### config.mk
export PLATFORM = sky130hd
export DESIGN_NAME = uart_boot_ctrl
export DESIGN_NICKNAME = d
export VERILOG_FILES = /design/src/rtl/uart_boot_ctrl.sv
export SDC_FILE = /design/constraint.sdc
export NUM_CORES = 1
export LEC_CHECK = 0
export ABC_AREA = 1
export CAP_MARGIN = 20
export CORE_MARGIN = 2
export CORE_UTILIZATION = 40
export CTS_BUF_LIST = sky130_fd_sc_hd__clkbuf_8 sky130_fd_sc_hd__clkbuf_16
export CTS_CLUSTER_DIAMETER = 40
export DETAILED_ROUTE_END_ITERATION = 10
export DONT_BUFFER_PORTS = 1
export SLEW_MARGIN = 20
export SYNTH_ARGS = -nofsm -noshare
export SYNTH_HDL_FRONTEND = slang
export SYNTH_SLANG_ARGS = --single-unit
### constraint.sdc
create_clock -name clk -period 5.2 [get_ports clk]
set_input_delay 1.04 -clock clk [delete_from_list [all_inputs] [get_ports clk]]
set_output_delay 1.04 -clock clk [all_outputs]
set_load 0.05 [all_outputs]
### src/rtl/uart_boot_ctrl.sv
// UART boot loader: parses SYNC/LEN/payload/CHK frames from a byte stream.
// Writes the payload into instruction memory, then releases the CPU reset.
//
// Ports:
//   clk, reset_n         clock and async active-low reset
//   rx_valid, rx_byte    received UART byte strobe and data
//   mem_we/addr/wdata    byte write port into instruction memory
//   cpu_rstn             registered active-low CPU reset, high only in RUN
//   boot_state           current FSM state code (for LEDs)
//   boot_err             sticky error flag, cleared by the next good boot
module uart_boot_ctrl #(
    parameter int          MEM_BYTES   = 1024,
    parameter int          TIMEOUT_CYC = 1_000_000,
    parameter logic [7:0]  SYNC_BYTE   = 8'hA5
) (
    input  logic        clk,
    input  logic        reset_n,
    input  logic        rx_valid,
    input  logic [7:0]  rx_byte,
    output logic        mem_we,
    output logic [31:0] mem_addr,
    output logic [7:0]  mem_wdata,
    output logic        cpu_rstn,
    output logic [2:0]  boot_state,
    output logic        boot_err
);

    localparam int TW = $clog2(TIMEOUT_CYC + 1);
    localparam logic [TW-1:0] TMAX = TW'(TIMEOUT_CYC);
    localparam logic [16:0] MAXN = 17'(MEM_BYTES);

    typedef enum logic [2:0] {
        S_IDLE   = 3'd0,
        S_LEN_LO = 3'd1,
        S_LEN_HI = 3'd2,
        S_DATA   = 3'd3,
        S_CSUM   = 3'd4,
        S_RUN    = 3'd5,
        S_ERROR  = 3'd6
    } state_t;

    state_t        state;
    logic [7:0]    len_lo;
    logic [15:0]   len;
    logic [15:0]   idx;
    logic [7:0]    sum;
    logic [TW-1:0] tcnt;

    logic [15:0] n_len;
    logic [15:0] idx_nxt;
    logic        in_frame;
    logic        tmo;
    logic        is_sync;

    assign n_len    = {rx_byte, len_lo};
    assign idx_nxt  = idx + 16'd1;
    assign is_sync  = rx_valid && (rx_byte == SYNC_BYTE);
    assign in_frame = (state == S_LEN_LO) || (state == S_LEN_HI) ||
                      (state == S_DATA)   || (state == S_CSUM);
    // Idle cycle that would bring the gap count up to the limit.
    // A byte in the same cycle wins, since tmo requires !rx_valid.
    assign tmo = in_frame && !rx_valid && (tcnt != TMAX) &&
                 ((tcnt + TW'(1)) == TMAX);

    assign boot_state = state;

    always_ff @(posedge clk or negedge reset_n) begin
        if (!reset_n) begin
            state     <= S_IDLE;
            mem_we    <= 1'b0;
            mem_addr  <= '0;
            mem_wdata <= '0;
            cpu_rstn  <= 1'b0;
            boot_err  <= 1'b0;
            len_lo    <= '0;
            len       <= '0;
            idx       <= '0;
            sum       <= '0;
            tcnt      <= '0;
        end else begin
            mem_we   <= 1'b0;
            // Lags the state by one cycle: rises after RUN entry, falls
            // the cycle after a re-sync leaves RUN.
            cpu_rstn <= (state == S_RUN);

            if (!in_frame || rx_valid) begin
                tcnt <= '0;
            end else if (tcnt != TMAX) begin
                tcnt <= tcnt + TW'(1);
            end

            unique case (state)
                S_IDLE: begin
                    if (is_sync) begin
                        state <= S_LEN_LO;
                        sum   <= '0;
                        idx   <= '0;
                    end
                end
                S_LEN_LO: begin
                    if (rx_valid) begin
                        len_lo <= rx_byte;
                        state  <= S_LEN_HI;
                    end else if (tmo) begin
                        state    <= S_ERROR;
                        boot_err <= 1'b1;
                    end
                end
                S_LEN_HI: begin
                    if (rx_valid) begin
                        if (n_len == 16'd0 || {1'b0, n_len} > MAXN) begin
                            state    <= S_ERROR;
                            boot_err <= 1'b1;
                        end else begin
                            len   <= n_len;
                            idx   <= '0;
                            sum   <= '0;
                            state <= S_DATA;
                        end
                    end else if (tmo) begin
                        state    <= S_ERROR;
                        boot_err <= 1'b1;
                    end
                end
                S_DATA: begin
                    if (rx_valid) begin
                        mem_we    <= 1'b1;
                        mem_addr  <= {16'd0, idx};
                        mem_wdata <= rx_byte;
                        sum       <= sum + rx_byte;
                        idx       <= idx_nxt;
                        if (idx_nxt == len) begin
                            state <= S_CSUM;
                        end
                    end else if (tmo) begin
                        state    <= S_ERROR;
                        boot_err <= 1'b1;
                    end
                end
                S_CSUM: begin
                    if (rx_valid) begin
                        if (rx_byte == sum) begin
                            state    <= S_RUN;
                            boot_err <= 1'b0;
                        end else begin
                            state    <= S_ERROR;
                            boot_err <= 1'b1;
                        end
                    end else if (tmo) begin
                        state    <= S_ERROR;
                        boot_err <= 1'b1;
                    end
                end
                S_RUN, S_ERROR: begin
                    if (is_sync) begin
                        state <= S_LEN_LO;
                        sum   <= '0;
                        idx   <= '0;
                    end
                end
                default: state <= S_IDLE;
            endcase
        end
    end

endmodule

==> summary.md <==
| Metric | Value |
|---|---|
| Synth area leaders | dfrtp_1 44%, nand2_1 14%, inv_1 6.4%, nor2_1 6.1%, o21ai_0 5.9% |
| FF-to-FF End | sum[2] |
| Pins Over Slew Limit | 0 |
| Critical path arrival | 2.81 ns |
| Maximum capacitance violations | 0 |
| Seq/Total Area, Yosys | 43.74% |
| Finished Layout Cells | 939 |
| Largest net degree at the start of global routing | 99 |
| Peak supply drop | 0.3355 mV |
| Post-synth top flop | dfrtp_1 |
| Critical path buffers and inverters | 2 |
| PortBufs | 0 |
| Clock latency on the worst-skew pair | 0.35 ns |
| Clock root buffer | clkbuf_16 |
| DR WL/cell | 13.95 um |
| Hold WC Path Type | in2async |
| Hold buffers post-CTS | 0 |
| HPWL after detailed placement | 9.727 mm |
| Vias per inst | 4.958 |
| Synth top area share | 43.74% |
| Netlist Area Pre-Place | 0.005607 sq mm |
| CTS resizes | 0 |
| Post-Place Cells | 923 |
| Hold slack | 0.3734 ns |
| CP Launch Type | flip-flop |
| Core ar. | 0.01377 sq mm |
| Antenna Nets Post-Route | 0 |
| Synth Instances | 755 |
| Most frequent cell after synthesis | nand2_1 |
| Pwr dens | 485.9 mW/mm^2 |
| Die W | 122.4 um |
| Measured slew at the worst slew-check pin | 0.9282 ns |
| Postcts setup bufs | 0 |
| Total CTS buffers | 9 |
| Initial Util | 40.71% |
| Drt pass-1 iters | 5 |
| CTS Sinks | 98 |
| Critical path's top delay family | compound AO/OA/AOI/OAI gates |
| Diode count | 0 |
| Crit path cell chain | inv_1 -> nor2_1 -> nor2_1 -> nor2_1 -> a21oi_1 -> a31o_2 -> nand3_2 -> nor2_1 -> buf_4 -> o31ai_1 -> o21a_1 |
| Crit-path max cell delay | 0.60 ns |
| Setup crit end kind | flip-flop |
| Synth Area per Inst | 7.426 sq um |
| Clock tree buffer depth | 2 |
| Library cells used by synthesis | 39 |
| CP max-delay cell | dfrtp_1 |
| Fillers | 1460 |
| Drt total wl | 13.10 mm |
| Number of synthesized flops with an enable pin | 0 |
| Worst R2R Path Depth | 11 |
| # setup viols final | 0 |
| Skew final | 0.005650 ns |
| FF-to-FF Start | boot_state[0] |
| Drt first-iter violations | 222 |
| Yosys warns | 0 |
| Vias | 4656 |
| Die area | 0.01498 sq mm |
| Critical path class | reg2reg |
| Grt ovf | 0 |
| Yosys top cell by area | dfrtp_1 |
| Antenna violations before repair | 0 |
| R2R Setup Slk | 2.63 ns |
| Worst Path Max Fanout | 20 |
| Htree depth | 3 |
| FMAX | 389.3 MHz |
| Leakage power | 0.002911 uW |
| Synth cell count leaders | 212 x nand2_1, 98 x dfrtp_1, 95 x inv_1 |
| CTS clk-pin slew, worst paths | 0.07 ns |
| Rows | 43 |
| Setup TNS | 0 ns |
| #FFs+latches synth | 98 |
| Layout cell share with drive strength beyond 1 | 6.192% |
| Most frequent CP cell | nor2_1 |
| Status | finished clean |
| Async S/R FF share, synth | 100.0% |
| Area Overhead vs Synth | 7.789% |
| I/O pin total | 57 |
| Vias in the first global route | 4513 |
| CP Data Required Time | 5.45 ns |
| Slew margin rel. | 38.03% |
| RSZ-0062 raised after global routing | false |
| Fin. Hold Viols | 0 |
| Tmin final | 2.569 ns |
| GRT Resource Usage Total | 18.90% |
| Routability cong. | 0.8557 |
| Global-route wire length before repair | 22.10 mm |
| CTS tree | yes |
| Tcrit/Tclk final | 49.40% |
| Nets@finish | 777 |
| Die height | 122.4 um |
| DRC viols | 0 |
==> worst max-delay path by stage <==
stage / startpoint / to / depth (start not counted)
final: boot_state[0] / sum[2] / 11
after floorplan: rx_byte[0] / sum[6] / 12
after global placement: rx_byte[0] / sum[6] / 12
after global routing: boot_state[0] / sum[4] / 10
after detailed placement: rx_byte[7] / len[5] / 7
after CTS: boot_state[0] / sum[2] / 11
==> kinds of logic (layout without fill, tap and decap cells) <==
kind of cell    count (synthesis)  after routing  share of synthesized area (%)
fa+ha+maj                      12             12                          2.812
simple gates                  401            401                          31.00
flops                          98             98                          43.74
buf+inv                       127            116                          9.730
compound gates                103            103                          9.976
other cells                     1             16                        0.06689
xor+xnor                       13             13                          2.678
==> area by class of cell <==
cell class | instances | area [sq um] | share of cell area [%]
inverter | 98 | 367.9 | 6.087
multi-input combinational | 545 | 2665 | 44.10
timing repair buffer | 2 | 15.01 | 0.2484
clock buffer | 9 | 225.2 | 3.727
clock inverter | 7 | 92.59 | 1.532
tap | 180 | 225.2 | 3.727
sequential | 98 | 2452 | 40.58
==> worst reg2reg max path, cell delays in order (launching register included) <==
cell	delay, ns
dfrtp_1	0.60
inv_1	0.21
nor2_1	0.08
nor2_1	0.16
nor2_1	0.05
a21oi_1	0.28
a31o_2	0.23
nand3_2	0.18
nor2_1	0.14
buf_4	0.28
o31ai_1	0.14
o21a_1	0.12
==> registers in the layout (all words and copies together), names as in the netlist <==
register and cells:
sum 8, tcnt 20, boot_state 3, cpu_rstn 1
boot_err 1, mem_addr 16, len 16, mem_we 1
idx 16, mem_wdata 8, len_lo 8
==> layout by cell type, fill, tap and decap left out, drive strengths merged, types with 11 or more instances in the layout <==
| cell | Yosys | final |
|---|---|---|
| inv | 97 | 102 |
| ha | 11 | 11 |
| a21oi | 13 | 13 |
| dfrtp | 98 | 98 |
| nand2 | 220 | 220 |
| o21ai | 71 | 71 |
| nor2 | 102 | 102 |
| o22ai | 13 | 13 |
| conb | 1 | 16 |
| nand3 | 56 | 56 |
==> stage by stage <==
step / cell area, sq um / utilization, % / power [uW] / worst slack (ns)
2_1_floorplan: 5663 / - / 2041 / 2.619
3_3_place_gp: 5725 / 41.57 / 2234 / 2.509
3_5_place_dp: 5725 / 41.57 / 2241 / 2.467
4_1_cts: 6043 / 43.88 / 2964 / 2.588
5_1_grt: 6043 / 43.88 / 3132 / 2.333
6_report: 6043 / 43.88 / 2937 / 2.631
==> report_power, final <==
group | internal [uW] | switching [uW] | total, uW
clock network | 390 | 333 | 723
registers | 937 | 544 | 1480
logic | 254 | 479 | 732
total | 1580 | 1360 | 2940
==> per-layer routing <==
layer	up-vias	routed length, um	track usage [%]
met5	-	0	0
met2	106	5995	29.79
met1	2156	6092	25.43
met3	20	738	3.903
met4	0	274	7.615
li1	2374	-	-
Power figures use the tool's default switching activity.
